File: src/rtl/fill_cmd_dispatch_if.sv
// Fill command dispatch bus: CPU command write side plus frame filler handshake.
interface fill_cmd_dispatch_if;
  // CPU command write port
  logic        cmd_wr_en;
  logic [23:0] cmd_color;
  logic [31:0] cmd_frame_base;
  logic        cmd_full;
  logic        cmd_overflow;
  // Frame filler request port
  logic        ff_valid;
  logic [23:0] ff_color;
  logic [31:0] ff_frame_base;
  logic        ff_ready;
  // Status
  logic        busy;
  logic [15:0] fills_done;

  // Dispatcher side
  modport slave (
    input  cmd_wr_en,
    input  cmd_color,
    input  cmd_frame_base,
    input  ff_ready,
    output cmd_full,
    output cmd_overflow,
    output ff_valid,
    output ff_color,
    output ff_frame_base,
    output busy,
    output fills_done
  );

  // CPU / filler side
  modport master (
    output cmd_wr_en,
    output cmd_color,
    output cmd_frame_base,
    output ff_ready,
    input  cmd_full,
    input  cmd_overflow,
    input  ff_valid,
    input  ff_color,
    input  ff_frame_base,
    input  busy,
    input  fills_done
  );
endinterface

File: src/rtl/fill_cmd_dispatch.sv
// Fill command dispatcher: queues CPU fill commands and hands them one at a
// time to the frame filler, counting completed fills.
module fill_cmd_dispatch #(
  parameter int unsigned DEPTH = 4  // power of two, >= 2
) (
  input  logic              clk,
  input  logic              rst,
  fill_cmd_dispatch_if.slave bus
);

  localparam int unsigned AW = (DEPTH > 1) ? $clog2(DEPTH) : 1;
  localparam int unsigned CW = AW + 1;
  localparam int unsigned FW = 16;

  typedef struct packed {
    logic [31:0] frame_base;
    logic [23:0] color;
  } cmd_t;

  typedef enum logic [1:0] {
    ST_IDLE      = 2'd0,
    ST_ISSUE     = 2'd1,
    ST_WAIT_DONE = 2'd2
  } state_t;

  cmd_t            mem_q [DEPTH];
  logic [AW-1:0]   wr_ptr_q, wr_ptr_d;
  logic [AW-1:0]   rd_ptr_q, rd_ptr_d;
  logic [CW-1:0]   count_q, count_d;
  state_t          state_q;
  logic            ff_valid_q;
  logic [23:0]     ff_color_q;
  logic [31:0]     ff_frame_base_q;
  logic [FW-1:0]   fills_done_q;
  logic            overflow_q;

  logic            full_c;
  logic            push_c;
  logic            pop_c;
  cmd_t            wr_cmd_c;
  cmd_t            head_c;

  // Full is decoded from registered occupancy, so a write in the same cycle
  // as a pop from a full queue is still dropped.
  assign full_c   = (count_q == CW'(DEPTH));
  assign push_c   = bus.cmd_wr_en && !full_c;
  assign pop_c    = (state_q == ST_IDLE) && (count_q != '0) && bus.ff_ready;
  assign wr_cmd_c = '{frame_base: bus.cmd_frame_base, color: bus.cmd_color};
  assign head_c   = mem_q[rd_ptr_q];

  // Next pointer and occupancy values; pointers wrap naturally at DEPTH.
  always_comb begin
    wr_ptr_d = wr_ptr_q;
    rd_ptr_d = rd_ptr_q;
    count_d  = count_q;
    if (push_c) begin
      wr_ptr_d = wr_ptr_q + AW'(1);
    end
    if (pop_c) begin
      rd_ptr_d = rd_ptr_q + AW'(1);
    end
    count_d = count_q + CW'(push_c) - CW'(pop_c);
  end

  // Queue pointers and occupancy.
  always_ff @(posedge clk or posedge rst) begin
    if (rst) begin
      wr_ptr_q <= '0;
      rd_ptr_q <= '0;
      count_q  <= '0;
    end else begin
      wr_ptr_q <= wr_ptr_d;
      rd_ptr_q <= rd_ptr_d;
      count_q  <= count_d;
    end
  end

  // Queue storage; contents are qualified by occupancy so need no reset.
  always_ff @(posedge clk) begin
    if (push_c) begin
      mem_q[wr_ptr_q] <= wr_cmd_c;
    end
  end

  // Sticky overflow: any write that finds the queue full.
  always_ff @(posedge clk or posedge rst) begin
    if (rst) begin
      overflow_q <= 1'b0;
    end else if (bus.cmd_wr_en && full_c) begin
      overflow_q <= 1'b1;
    end
  end

  // Dispatch FSM: present head entry, wait for filler to take it, then for it to finish.
  always_ff @(posedge clk or posedge rst) begin
    if (rst) begin
      state_q         <= ST_IDLE;
      ff_valid_q      <= 1'b0;
      ff_color_q      <= '0;
      ff_frame_base_q <= '0;
      fills_done_q    <= '0;
    end else begin
      unique case (state_q)
        ST_IDLE: begin
          if (pop_c) begin
            state_q         <= ST_ISSUE;
            ff_valid_q      <= 1'b1;
            ff_color_q      <= head_c.color;
            ff_frame_base_q <= head_c.frame_base;
          end
        end
        ST_ISSUE: begin
          // Filler drops ready when it starts working on the request.
          if (!bus.ff_ready) begin
            state_q    <= ST_WAIT_DONE;
            ff_valid_q <= 1'b0;
          end
        end
        ST_WAIT_DONE: begin
          if (bus.ff_ready) begin
            state_q      <= ST_IDLE;
            fills_done_q <= fills_done_q + FW'(1);
          end
        end
        default: begin
          state_q    <= ST_IDLE;
          ff_valid_q <= 1'b0;
        end
      endcase
    end
  end

  assign bus.cmd_full      = full_c;
  assign bus.cmd_overflow  = overflow_q;
  assign bus.ff_valid      = ff_valid_q;
  assign bus.ff_color      = ff_color_q;
  assign bus.ff_frame_base = ff_frame_base_q;
  assign bus.busy          = (count_q != '0) || (state_q != ST_IDLE);
  assign bus.fills_done    = fills_done_q;

endmodule

File: src/flat_wrapper.sv
// flat-port wrapper written by rule: the top's interface ports become plain ports
module fill_cmd_dispatch_flat 
#(
  parameter int unsigned DEPTH = 4                       
)
  (clk, rst, bus_cmd_wr_en, bus_cmd_color, bus_cmd_frame_base, bus_ff_ready, bus_cmd_full, bus_cmd_overflow, bus_ff_valid, bus_ff_color, bus_ff_frame_base, bus_busy, bus_fills_done);
  fill_cmd_dispatch_if bus_i ();
  input  logic clk;
  input  logic rst;
  input wire logic [$bits(bus_i.cmd_wr_en)-1:0] bus_cmd_wr_en;
  input wire logic [$bits(bus_i.cmd_color)-1:0] bus_cmd_color;
  input wire logic [$bits(bus_i.cmd_frame_base)-1:0] bus_cmd_frame_base;
  input wire logic [$bits(bus_i.ff_ready)-1:0] bus_ff_ready;
  output wire logic [$bits(bus_i.cmd_full)-1:0] bus_cmd_full;
  output wire logic [$bits(bus_i.cmd_overflow)-1:0] bus_cmd_overflow;
  output wire logic [$bits(bus_i.ff_valid)-1:0] bus_ff_valid;
  output wire logic [$bits(bus_i.ff_color)-1:0] bus_ff_color;
  output wire logic [$bits(bus_i.ff_frame_base)-1:0] bus_ff_frame_base;
  output wire logic [$bits(bus_i.busy)-1:0] bus_busy;
  output wire logic [$bits(bus_i.fills_done)-1:0] bus_fills_done;
  assign bus_i.cmd_wr_en = bus_cmd_wr_en;
  assign bus_i.cmd_color = bus_cmd_color;
  assign bus_i.cmd_frame_base = bus_cmd_frame_base;
  assign bus_i.ff_ready = bus_ff_ready;
  assign bus_cmd_full = bus_i.cmd_full;
  assign bus_cmd_overflow = bus_i.cmd_overflow;
  assign bus_ff_valid = bus_i.ff_valid;
  assign bus_ff_color = bus_i.ff_color;
  assign bus_ff_frame_base = bus_i.ff_frame_base;
  assign bus_busy = bus_i.busy;
  assign bus_fills_done = bus_i.fills_done;
  fill_cmd_dispatch #(.DEPTH(DEPTH)) u_core (.clk(clk), .rst(rst), .bus(bus_i));
endmodule
File: config.mk
export PLATFORM = sky130hd
export DESIGN_NAME = fill_cmd_dispatch_flat
export DESIGN_NICKNAME = d
export VERILOG_FILES = /design/src/rtl/fill_cmd_dispatch_if.sv /design/src/rtl/fill_cmd_dispatch.sv /design/src/flat_wrapper.sv
export SDC_FILE = /design/constraint.sdc
export NUM_CORES = 1
export LEC_CHECK = 0
export CORE_ASPECT_RATIO = 2
export CORE_MARGIN = 5
export CORE_UTILIZATION = 55
export DETAILED_ROUTE_END_ITERATION = 10
export PLACE_DENSITY = 0.79
export SLEW_MARGIN = 15
export SYNTH_ARGS = -nofsm -noshare
export SYNTH_HDL_FRONTEND = slang
export SYNTH_SLANG_ARGS = --single-unit
File: constraint.sdc
create_clock -name clk -period 3.5 [get_ports clk]
set_input_delay 0.525 -clock clk [delete_from_list [all_inputs] [get_ports clk]]
set_output_delay 0.525 -clock clk [all_outputs]
set_load 0.01 [all_outputs]
==> summary.txt <==
Outcome
  – Status: completed

STA
  – Setup violators final: 0
  – RSZ-0062 raised after global routing: false
  – Worst-Margin Slew: 0.612 ns
  – Setup total negative slack: 0 ns
  – Min Tclk post-route: 2.59 ns
  – Clock skew: 0.00969 ns
  – Final count of pins violating max slew: 0
  – Final hold vios: 0
  – Hold_ws: 0.430 ns
  – Fmax: 0.387 GHz
  – Period Utilization, post-route: 0.739
  – Setup ws final: 0.913 ns
  – Slew headroom: 0.592

Detailed routing
  – DR iter-0 viols: 425
  – Antenna-violating nets left: 0
  – # DRC: 0
  – Routed WL per cell: 22.7 um
  – DRT Wirelength: 21,800 um
  – First drt pass iteration count: 7
  – Vias/cell: 5.59
  – Vias: 5,369

Global route
  – GRT overflow: 0
  – Global-route wire length before repair: 34,500 um
  – Gr usage total: 0.186
  – Vias in the first global route: 6,006
  – Initial antenna violation count: 1
  – Largest net degree at the start of global routing: 60

Synthesis
  – Syn nets: 591
  – Top FF cell, synth: edfxtp_1
  – Yosys reg bits: 307
  – Async set-or-reset flop fraction in the synthesized netlist: 0.270
  – Synth cell types: 33
  – Post-Syn Area: 11,500 um^2
  – Syn avg cell area: 21.9 um^2
  – Part of the Yosys area used for sequential elements: 0.767
  – Post-synth EDFFs: 224
  – Synth Instances: 524
  – Number of synthesis warnings: 0

Finish
  – NumNets Final: 742
  – Layout Utilization: 0.682
  – Layout cells sized above 1: 0.231
  – Layout area overhead: 21.6%

Place
  – I/O Buffers: 135
  – Dpl hpwl: 14,000 um
  – Placer Congestion: 0.786
  – Pre-CTS WS: 0.830 ns

Power and ir drop
  – Combinational fraction of design power: 0.303
  – Power Density: 829 nW/um^2
  – Clock power share: 0.227
  – Net Switching: 3150 uW
  – Leak: 0.00489 uW
  – Sw frac: 0.272
  – Power Total: 11,600 uW
  – Internal: 8420 uW
  – VDD IR-drop max: 581 uV
  – Sequential share of power: 0.470

Clock tree
  – CTS buffer count: 25
  – Worst-path clk slew: 0.06 ns
  – Longest Clk Path Bufs: 3
  – H-tree lvl count: 1
  – CTS tree: done
  – Clock sinks: 307
  – Postcts setup bufs: 0
  – CTS resizes: 0
  – Skew-Pair Late Insertion Delay: 0.52 ns
  – # hold bufs at CTS: 0
  – CTS Root Cell: clkbuf_16

Floorplanning
  – I/O pin total: 136
  – Die H: 214 um
  – Site Rows: 74
  – Starting density of the core: 0.561
  – Die Wd: 112 um
  – Core ar.: 20,500 um^2
  – Die area: 24,000 um^2

Setup path
  – WP data arrival: 2.06 ns
  – Setup slack, reg-to-reg: 1.26 ns
  – FF-to-FF Start: u_core.count_q[1]
  – Critical Path Fanout Max: 3
  – Crit path from: u_core.count_q[1]
  – CP max stage cell: clkdlybuf4s50_1
  – Max incr delay on CP: 0.51 ns
  – Crit-path cells: nor3_1 > nand3_1 > clkdlybuf4s50_1
  – CP Capture Type: output pin
  – Crit Path Category: register to output pin
  – Worst setup SP type: register
  – CP required: 2.97 ns

Run
  – Max_cap viols: 0

Min path
  – Hold Crit Class: input pin to asynchronous set/reset pin
[power by group through the flow]
stage	clock network, uW	logic (uW)	registers (uW)
finish	2630	3500	5440
global route	2850	3740	5550
floorplan	0	2120	5460
global placement	0	3470	5440
CTS	2700	3590	5460
detailed placement	0	3560	5520
[sequential cells by signal, summed over array words and instances (netlist names)]
register	cells
u_core.rd_ptr_q	2
u_core.wr_ptr_q	2
u_core.bus.ff_valid	1
u_core.bus.fills_done	16
u_core.count_q	3
u_core.bus.ff_color	24
u_core.bus.cmd_overflow	1
u_core.bus.ff_frame_base	32
u_core.mem_q	224
u_core.state_q	2
[synth_stat cells, drive strengths merged (5+ instances only)]
cell	count	area (um^2)
edfxtp	224	6730
dfrtp	83	2080
mux2	56	698
mux4	56	1260
xnor2	17	149
buf	16	131
nand2	12	45.0
inv	7	26.3
nand3	7	35.0
ha	6	75.1
and2	5	31.3
nor2	5	18.8
[final timing paths]
path | end | cells after the start
hold reg to reg | u_core.bus.cmd_overflow | 1
setup / recovery | bus_busy | 3
max in group asynchronous | u_core.bus.ff_color[15] | 3
hold / removal | u_core.bus.ff_frame_base[15] | 2
min in group clk | u_core.bus.cmd_overflow | 1
setup reg to reg | u_core.count_q[2] | 8
[routing by layer]
metal,GRT usage,share of wire,vias to the layer above
li1,-,-,2368
met1,0.221,0.35,2756
met2,0.343,0.57,204
met3,0.0217,0.049,41
met4,0.0686,0.031,0
met5,0,0,-
[kinds of logic after synthesis]
family / after synthesis / synth area share
xor+xnor: 21 / 0.0160
flops: 307 / 0.767
compound gates: 5 / 0.00262
mux: 112 / 0.171
buf+inv: 27 / 0.0150
simple gates: 45 / 0.0205
fa+ha+maj: 7 / 0.00828
[stage by stage]
stage / std cells / cell area [um^2]
2_1_floorplan: 524 / 11500
3_3_place_gp: 914 / 13200
3_5_place_dp: 914 / 13200
4_1_cts: 959 / 14000
5_1_grt: 960 / 14000
6_report: 960 / 14000
[area by class of cell]
| class | instances | area (um^2) |
|---|---|---|
| fillers | 1275 | 6500 |
| multi-input cells | 190 | 2520 |
| clock inverters | 10 | 96.3 |
| diodes | 1 | 2.50 |
| well taps | 266 | 333 |
| repair buffers | 144 | 1510 |
| clock buffers | 35 | 663 |
| flip-flops and latches | 307 | 8810 |
| inverters | 7 | 28.8 |
[critical path: cells and delay by family (launching register included)]
family	cells	cell delay (ns)
buf+inv	1	0.51
flops	1	0.41
simple gates	2	0.63
[placed cells by master (no fill, tap or decap), drive strengths merged]
master         Yosys  routed
a21o               2       2
a21oi              1       1
and2               5       5
and3               1       1
and4               1       1
buf               16       9
bufinv             0       2
clkbuf             4      35
clkdlybuf4s50      0     135
clkinv             0       7
clkinvlp           0       1
dfrtp             83      83
diode              0       1
edfxtp           224     224
fa                 1       1
ha                 6       6
inv                7       7
mux2              56      56
mux4              56      56
nand2             12      12
nand2b             2       2
nand3              7       7
nand3b             1       1
nand4              4       4
nor2               5       5
nor2b              1       1
nor3               4       4
nor3b              1       1
o21ai              2       2
or2                1       1
xnor2             17      17
xor2               4       4
Power figures use the tool's default switching activity.
